File: src/rtl/stage_pipeline.sv
// rtl/stage_pipeline.sv - valid/ready stage pipeline with per-stage flush and global freeze
module stage_pipeline #(
    parameter int WIDTH = 32,
    parameter int DEPTH = 4,
    parameter int CW    = $clog2(DEPTH + 1)
) (
    input  logic             clk,
    input  logic             rst,
    input  logic             in_valid,
    input  logic [WIDTH-1:0] in_data,
    output logic             in_ready,
    output logic             out_valid,
    output logic [WIDTH-1:0] out_data,
    input  logic             out_ready,
    input  logic [DEPTH-1:0] flush,
    input  logic             freeze,
    output logic [CW-1:0]    count
);

    // Stage 0 is the input side, stage DEPTH-1 drives the output.
    logic [DEPTH-1:0] v;
    logic [WIDTH-1:0] d [DEPTH];

    logic [DEPTH-1:0] lv;
    logic [DEPTH-1:0] adv;
    logic [DEPTH-1:0] src_valid;
    logic [WIDTH-1:0] src_data [DEPTH];

    // A flushed entry is dead this cycle: never forwarded and never presented.
    assign lv = v & ~flush;

    // Advance enables ripple from the output end: a stage moves when it is
    // empty (or dead) or when the stage downstream of it moves.
    always_comb begin
        logic carry;
        carry = out_ready & ~freeze;
        adv   = '0;
        for (int k = DEPTH - 1; k >= 0; k--) begin
            carry  = ~freeze & (~lv[k] | carry);
            adv[k] = carry;
        end
    end

    // Each stage loads from its upstream neighbour; stage 0 loads from the port.
    always_comb begin
        src_valid[0] = in_valid;
        src_data[0]  = in_data;
        for (int k = 1; k < DEPTH; k++) begin
            src_valid[k] = lv[k-1];
            src_data[k]  = d[k-1];
        end
    end

    // Stage registers: shift on advance, otherwise hold while letting flush clear the valid.
    always_ff @(posedge clk or posedge rst) begin
        if (rst) begin
            v <= '0;
            for (int k = 0; k < DEPTH; k++) begin
                d[k] <= '0;
            end
        end else begin
            for (int k = 0; k < DEPTH; k++) begin
                if (adv[k]) begin
                    v[k] <= src_valid[k];
                    // Data only moves with a live entry so a bubble leaves the old payload.
                    if (src_valid[k]) begin
                        d[k] <= src_data[k];
                    end
                end else begin
                    v[k] <= lv[k];
                end
            end
        end
    end

    // Occupancy is the population count of the registered valid bits.
    always_comb begin
        count = '0;
        for (int k = 0; k < DEPTH; k++) begin
            count = count + CW'(v[k]);
        end
    end

    assign in_ready  = adv[0];
    assign out_valid = lv[DEPTH-1] & ~freeze;
    assign out_data  = d[DEPTH-1];

endmodule

File: config.mk
export PLATFORM = sky130hd
export DESIGN_NAME = stage_pipeline
export DESIGN_NICKNAME = d
export VERILOG_FILES = /design/src/rtl/stage_pipeline.sv
export SDC_FILE = /design/constraint.sdc
export NUM_CORES = 1
export LEC_CHECK = 0
export CAP_MARGIN = 20
export CORE_MARGIN = 2
export CORE_UTILIZATION = 55
export DETAILED_ROUTE_END_ITERATION = 16
export GPL_TIMING_DRIVEN = 0
export PLACE_DENSITY = 0.87
export RECOVER_POWER = 25
export SETUP_SLACK_MARGIN = 0.3
export SLEW_MARGIN = 10
export SYNTH_ARGS = -nofsm -noshare
export SYNTH_HDL_FRONTEND = slang
export SYNTH_SLANG_ARGS = --single-unit
File: constraint.sdc
create_clock -name clk -period 5.8 [get_ports clk]
set_clock_uncertainty 0.15 [all_clocks]
set_input_delay 0.87 -clock clk [delete_from_list [all_inputs] [get_ports clk]]
set_output_delay 0.87 -clock clk [all_outputs]
set_load 0.01 [all_outputs]
==> impl_results.md, run 1 <==
- Status: finished, violations left
- Failing checks: max-capacitance violations, max-slew violations
- CTS Buffer Depth: 2
- Mapped Nets: 382
- Required @ worst endpoint: 4.78 ns
- Gr usage total: 18.8%
- CTS Buf Count: 17
- Hold WS: 0.332 ns
- IR drop worst, VDD: 173 uV
- Starting density of the core: 56.2%
- Slew @ Worst Pin: 3.31 ns
- Final wirelength: 9590 um
- Critical Path End Type: output port
- Hold EP: d[66]$_DFFE_PP0P_
- CP max-delay cell: fa_1
- Vias in the first global route: 3213
- Number of clock sinks: 132
- Worst R2R Setup Slack: 3.81 ns
- Final setup margin: 2.29 ns
- Seq/Total Area, Yosys: 57.2%
- Post-synth top area cell: dfrtp_1
- Hold-fix buffers, CTS: 0
- RSZ-0062 raised after global routing: no
- Met2 WL post-DR: 4760 um
- Top_reg_cell synth: dfrtp_1
- Layout cell share with drive strength beyond 1: 39.6%
- Hold crit path type: flop to flop
- Final setup vio count: 0
- CP top delay family: adder cells
- R2R Path Start: v[2]$_DFF_PP0_
- Area Growth Syn to Fin: 26.2%
- Leak Pwr: 3.57 nW
- Most frequent cells after synthesis: dfrtp_1 (132), mux2_4 (90), buf_4 (32)
- PortBufs: 77
- Min-delay src: d[66]$_DFFE_PP0P_
- DRT iter0 DRCs: 112
- Via count: 2863
- DR vias/cell: 4.94
- Crit path cell chain: inv_1, fa_1, inv_1, ha_1, ha_1, clkdlybuf4s50_1
- Max Slew Vio Count: 76
- Die area: 0.0113 mm^2
- R2R depth: 4
- Cells after synthesis: 338
- WL met1: 4250 um
- Endpoints failing hold: 0
- Die width: 106 um
- Routed met3 length: 426 um
- Setup WS pre-CTS: 2.30 ns
- Max-slew headroom: -122%
- Initial antenna violation count: 0
- Cell Rows: 37
- Antenna diodes: 0
- Placed cells: 552
- FMAX: 285 MHz
- # Post-CTS Setup Buffers: 0
- Top-count cell post-synth: dfrtp_1
- H-tree Lvls: 4
- Worst Hold Depth: 1
- Placeable core area: 0.0103 mm^2
- P per Cell Area: 370 mW/mm^2
- Final GP Congestion: 0.771
- Post-route insts no fill: 580
- Skew-Pair Late Insertion Delay: 0.51 ns
- Largest net degree at the start of global routing: 77
- Crit path kind: flop to output port
- DR pass1 iterations: 4
- Grt ovf: 0
- Root cell of the clock tree: clkbuf_8
- Final core utilization: 70.9%
- Crit-path max FO: 3
- EDFF count, synth: 0
- IO Pins: 78
- TritonCTS clock tree: built
- Post-synthesis cell type count: 26
- Syn Area/Cell: 17.1 um^2
- Final Net Count: 479
- Final Critical Period: 3.51 ns
- Tcrit/Tclk final: 60.6%
- Synthesized area: 0.00578 mm^2
- CTS resizes: 0
- Synth warn: 0
- Global-route wire length before repair: 16100 um
- Crit path DAT: 2.49 ns
- Async set or reset register ratio after synthesis: 100%
- Die Y: 106 um
- Detail Route Antenna Nets: 0
- Max Cap Viol: 1
- Crit path buf inv count: 3
- Avg WL per Cell: 16.5 um
- Largest cells by area after synthesis: dfrtp_1 (57%), mux2_4 (23%), mux2_1 (5.8%)
- Crit-path max cell delay: 0.53 ns
- Post-synth top area share: 57.2%
- #FFs+latches synth: 132
- RR Endpoint: d[89]$_DFFE_PP0P_
- Top Layer Used: met4
- HPWL after detailed placement: 6480 um
- Drt drc: 0
- Clock transition at path regs: 0.05 ns
- Worst setup SP type: flop
cell families (layout without fill, tap and decap cells):
group                    count (synthesis)  after routing  synth area share [%]
flip-flops                             132            132                  57.2
AO/OA/AOI/OAI                           10             10                  1.78
adder cells (fa/ha/maj)                  3              3                 0.780
multiplexers                           128            128                  30.8
AND/OR/NAND/NOR                         12             12                  1.62
buffers and inverters                   53            159                  7.86
cells in the final DEF (no fill, tap or decap):
cell and n:
a31oi_1 2, a211oi_4 1, dlygate4sd3_1 1, mux2_4 90
o22ai_1 3, clkdlybuf4s50_1 76, a21oi_1 1, dfrtp_1 132
clkinv_2 4, and4bb_4 1, ha_1 2, buf_4 32
a311o_4 1, buf_16 1, nor2b_1 2, buf_12 3
o21ai_0 1, bufinv_16 2, clkbuf_1 3, nor2_1 2
clkbuf_8 4, buf_8 3, buf_6 7, mux2_1 30
fa_1 1, nor3b_4 1, or2b_1 1, clkbuf_16 16
inv_1 6, clkinvlp_2 1, or3_1 1, mux2_2 8
nand2b_1 4, a31oi_4 1
power by group:
group          internal, mW  switching [mW]  total, mW
Clock                 0.632           0.350      0.982
Sequential             1.14           0.123       1.26
Combinational         0.326           0.127      0.454
worst max-delay path by stage:
| stage | startpoint | to | slack [ns] | cells after the start |
|---|---|---|---|---|
| after detailed placement | flush[3] | in_ready | 2.30 | 4 |
| final | v[0]$_DFF_PP0_ | count[1] | 2.29 | 6 |
| after CTS | v[0]$_DFF_PP0_ | count[1] | 2.25 | 6 |
| after global routing | rst | d[37]$_DFFE_PP0P_ | 1.74 | 2 |
| after floorplan | rst | d[100]$_DFFE_PP0P_ | 1.25 | 1 |
| after global placement | rst | d[102]$_DFFE_PP0P_ | -0.29 | 2 |
final cells by class:
type | count | area, um^2
clock buffer | 22 | 463
clock inverter | 6 | 80.1
inverter | 7 | 27.5
buffer | 46 | 428
fill | 681 | 2990
timing repair buffer | 78 | 798
multi-input combinational | 153 | 2020
tap | 136 | 170
sequential | 132 | 3300
metrics by stage:
| step | TNS [ns] | total power, mW | cell area [um^2] |
|---|---|---|---|
| finish | 0 | 2.70 | 7290 |
| global route | 0 | 2.83 | 7290 |
| CTS | 0 | 2.73 | 7290 |
| detailed placement | 0 | 1.73 | 6750 |
| global placement | -37.39 | 1.69 | 6720 |
| floorplan | 0 | 1.57 | 5780 |
state kept, by name, summed over array words and instances (netlist names):
register  count
v             4
d            96
out_data     32
layer usage:
layer | track usage [%] | up-vias
li1 | - | 1338
met1 | 24.8 | 1441
met2 | 29.5 | 69
met3 | 6.13 | 15
met4 | 6.31 | 0
met5 | 0 | -
Note: power is estimated with default switching activity, not from simulation.
==> run 2, diff against run 1 <==
Settings changed: CORE_UTILIZATION 55 to 49, PLACE_DENSITY 0.87 to 0.82.
Clock period 5.8 ns to 3.1 ns, I/O delays scaled along.
==> run 2 against run 1 <==
The run now ends clean; global-route usage shrank 2.0 points; largest cell class unchanged; worst setup slack lost 1.9 ns; cell count grew 2.4%; die area grew 12%; critical path type unchanged; critical endpoint unchanged; design area grew 0.93%; utilization shrank 6.8 points; clock-buffer cell count shrank 1; worst hold slack gained 0.0030 ns; via count shrank 0.17%; critical path depth is the same; clock power grew 100%.
==> impl_results.md, run 2 (synthesized netlist as in run 1, its figures left out) <==
- IR drop worst, VDD: 392 uV
- Crit path cell chain: inv_1, fa_1, inv_1, ha_1, ha_1, clkdlybuf4s15_1
- PortBufs: 77
- Tcrit/Tclk final: 86.9%
- Biggest register: d
- Crit-path max FO: 2
- DR vias/cell: 4.81
- Die width: 113 um
- Placed cells: 561
- Leading cell type in the layout, fill and taps excluded: dfrtp_1
- Vias in the first global route: 3207
- Grt met3 use: 3.35%
- Leak Pwr: 3.60 nW
- Global-route wire length before repair: 16400 um
- Slew @ Worst Pin: 1.23 ns
- Hold crit path type: flop to flop
- Die area: 0.0127 mm^2
- CP top delay family: adder cells
- Starting density of the core: 50.4%
- Clock Power Share: 38.0%
- DR pass1 iterations: 4
- Detail Route Antenna Nets: 0
- Final setup vio count: 0
- Sw Ratio: 22.8%
- Required @ worst endpoint: 2.48 ns
- H-tree Lvls: 4
- Skew-Pair Late Insertion Delay: 0.41 ns
- Max-slew headroom: 17.4%
- CTS Buffer Depth: 2
- Max Slew Vio Count: 0
- Clock transition at path regs: 0.06 ns
- Crit path buf inv count: 3
- Max reg flops: 96
- CTS Buf Count: 17
- Layout cell share with drive strength beyond 1: 40.8%
- Via count: 2858
- CP max-delay cell: fa_1
- Largest net degree at the start of global routing: 38
- Initial antenna violation count: 0
- Final wirelength: 9800 um
- Crit path kind: flop to output port
- Area Growth Syn to Fin: 27.3%
- P_sw: 1.18 mW
- Avg WL per Cell: 16.5 um
- Hold WS: 0.336 ns
- Worst R2R Setup Slack: 1.09 ns
- Busiest grt layer: met2
- Register share of total power: 45.7%
- Root cell of the clock tree: clkbuf_16
- Final setup margin: 0.407 ns
- Worst setup SP type: flop
- Comb power frac: 16.3%
- Grt ovf: 0
- IO Pins: 78
- Die Y: 113 um
- Internal: 3.99 mW
- Met1 usage: 22.5%
- Post-route insts no fill: 594
- Final Net Count: 482
- Most frequent cells in the layout: dfrtp_1 (132), mux2_4 (90), clkdlybuf4s50_1 (73)
- Crit-path max cell delay: 0.53 ns
- TritonCTS clock tree: built
- RSZ-0062 raised after global routing: no
- Met2 usage: 27.1%
- HPWL after detailed placement: 6710 um
- DRT iter0 DRCs: 61
- Status: finished, final reports clean
- Gr usage total: 16.8%
- Cell Rows: 39
- Crit path DAT: 2.08 ns
- Placeable core area: 0.0115 mm^2
- Max Cap Viol: 0
- FMAX: 371 MHz
- Number of clock sinks: 132
- Final Critical Period: 2.69 ns
- Antenna diodes: 0
- Drt drc: 0
- P per Cell Area: 702 mW/mm^2
- Critical Path End Type: output port
- Final GP Congestion: 0.757
- Overall Power: 5.17 mW
- Endpoints failing hold: 0
- Setup WS pre-CTS: 0.455 ns
## run 2: cell type report
type                    instances  area, um^2
plain buffers                  46         428
multi-input cells             153        2020
flip-flops and latches        132        3300
clock inverters                11         124
well taps                     143         179
clock buffers                  21         470
inverters                       7        27.5
fillers                       805        4110
repair buffers                 81         806
## run 2: what timing repair did
| action | CTS | global route |
|---|---|---|
| hold buffers | 0 | 0 |
| setup endpoints to repair | 3 | 1 |
| buffers inserted | 0 | 1 |
| hold endpoints to repair | 0 | 0 |
| resized for setup | 3 | 1 |
## run 2: path summary, 6_finish.rpt
| check | start | to | cells after the start |
|---|---|---|---|
| worst max-delay path | v[0]$_DFF_PP0_ | count[1] | 6 |
| worst min-delay path | d[90]$_DFFE_PP0P_ | d[90]$_DFFE_PP0P_ | 1 |
| worst max register to register | v[2]$_DFF_PP0_ | d[78]$_DFFE_PP0P_ | 4 |
| worst min register to register | d[90]$_DFFE_PP0P_ | d[90]$_DFFE_PP0P_ | 1 |
| max in group asynchronous | rst | d[50]$_DFFE_PP0P_ | 4 |
| min in group asynchronous | rst | d[89]$_DFFE_PP0P_ | 2 |
## run 2: per-stage QoR
step / setup TNS [ns] / instance area, um^2 / utilization, %
floorplan: 0 / 5780 / -
global route: 0 / 7360 / 64.2
finish: 0 / 7360 / 64.2
CTS: 0 / 7380 / 64.4
global placement: -27.89 / 6730 / 58.7
detailed placement: 0 / 6790 / 59.2
## run 2: power groups by stage
stage                     Clock (mW)  Combinational (mW)  Sequential, mW
after floorplan                    0               0.639            2.30
after global placement             0               0.814            2.35
after detailed placement           0               0.857            2.39
after CTS                       2.01               0.863            2.36
after global routing            2.08               0.913            2.41
final                           1.96               0.842            2.36
## run 2: metal layers
| layer | vias to the layer above | part of all wire [%] |
|---|---|---|
| li1 | 1348 | - |
| met2 | 55 | 50 |
| met3 | 7 | 2.9 |
| met1 | 1448 | 46 |
| met5 | - | 0 |
| met4 | 0 | 0.99 |
==> run 3, diff against run 2 <==
Settings changed: ABC_CLOCK_PERIOD_IN_PS from default to 3100.
==> results of run 3 <==
No change in the layout: final DEF, timing and power equal those of run 2.
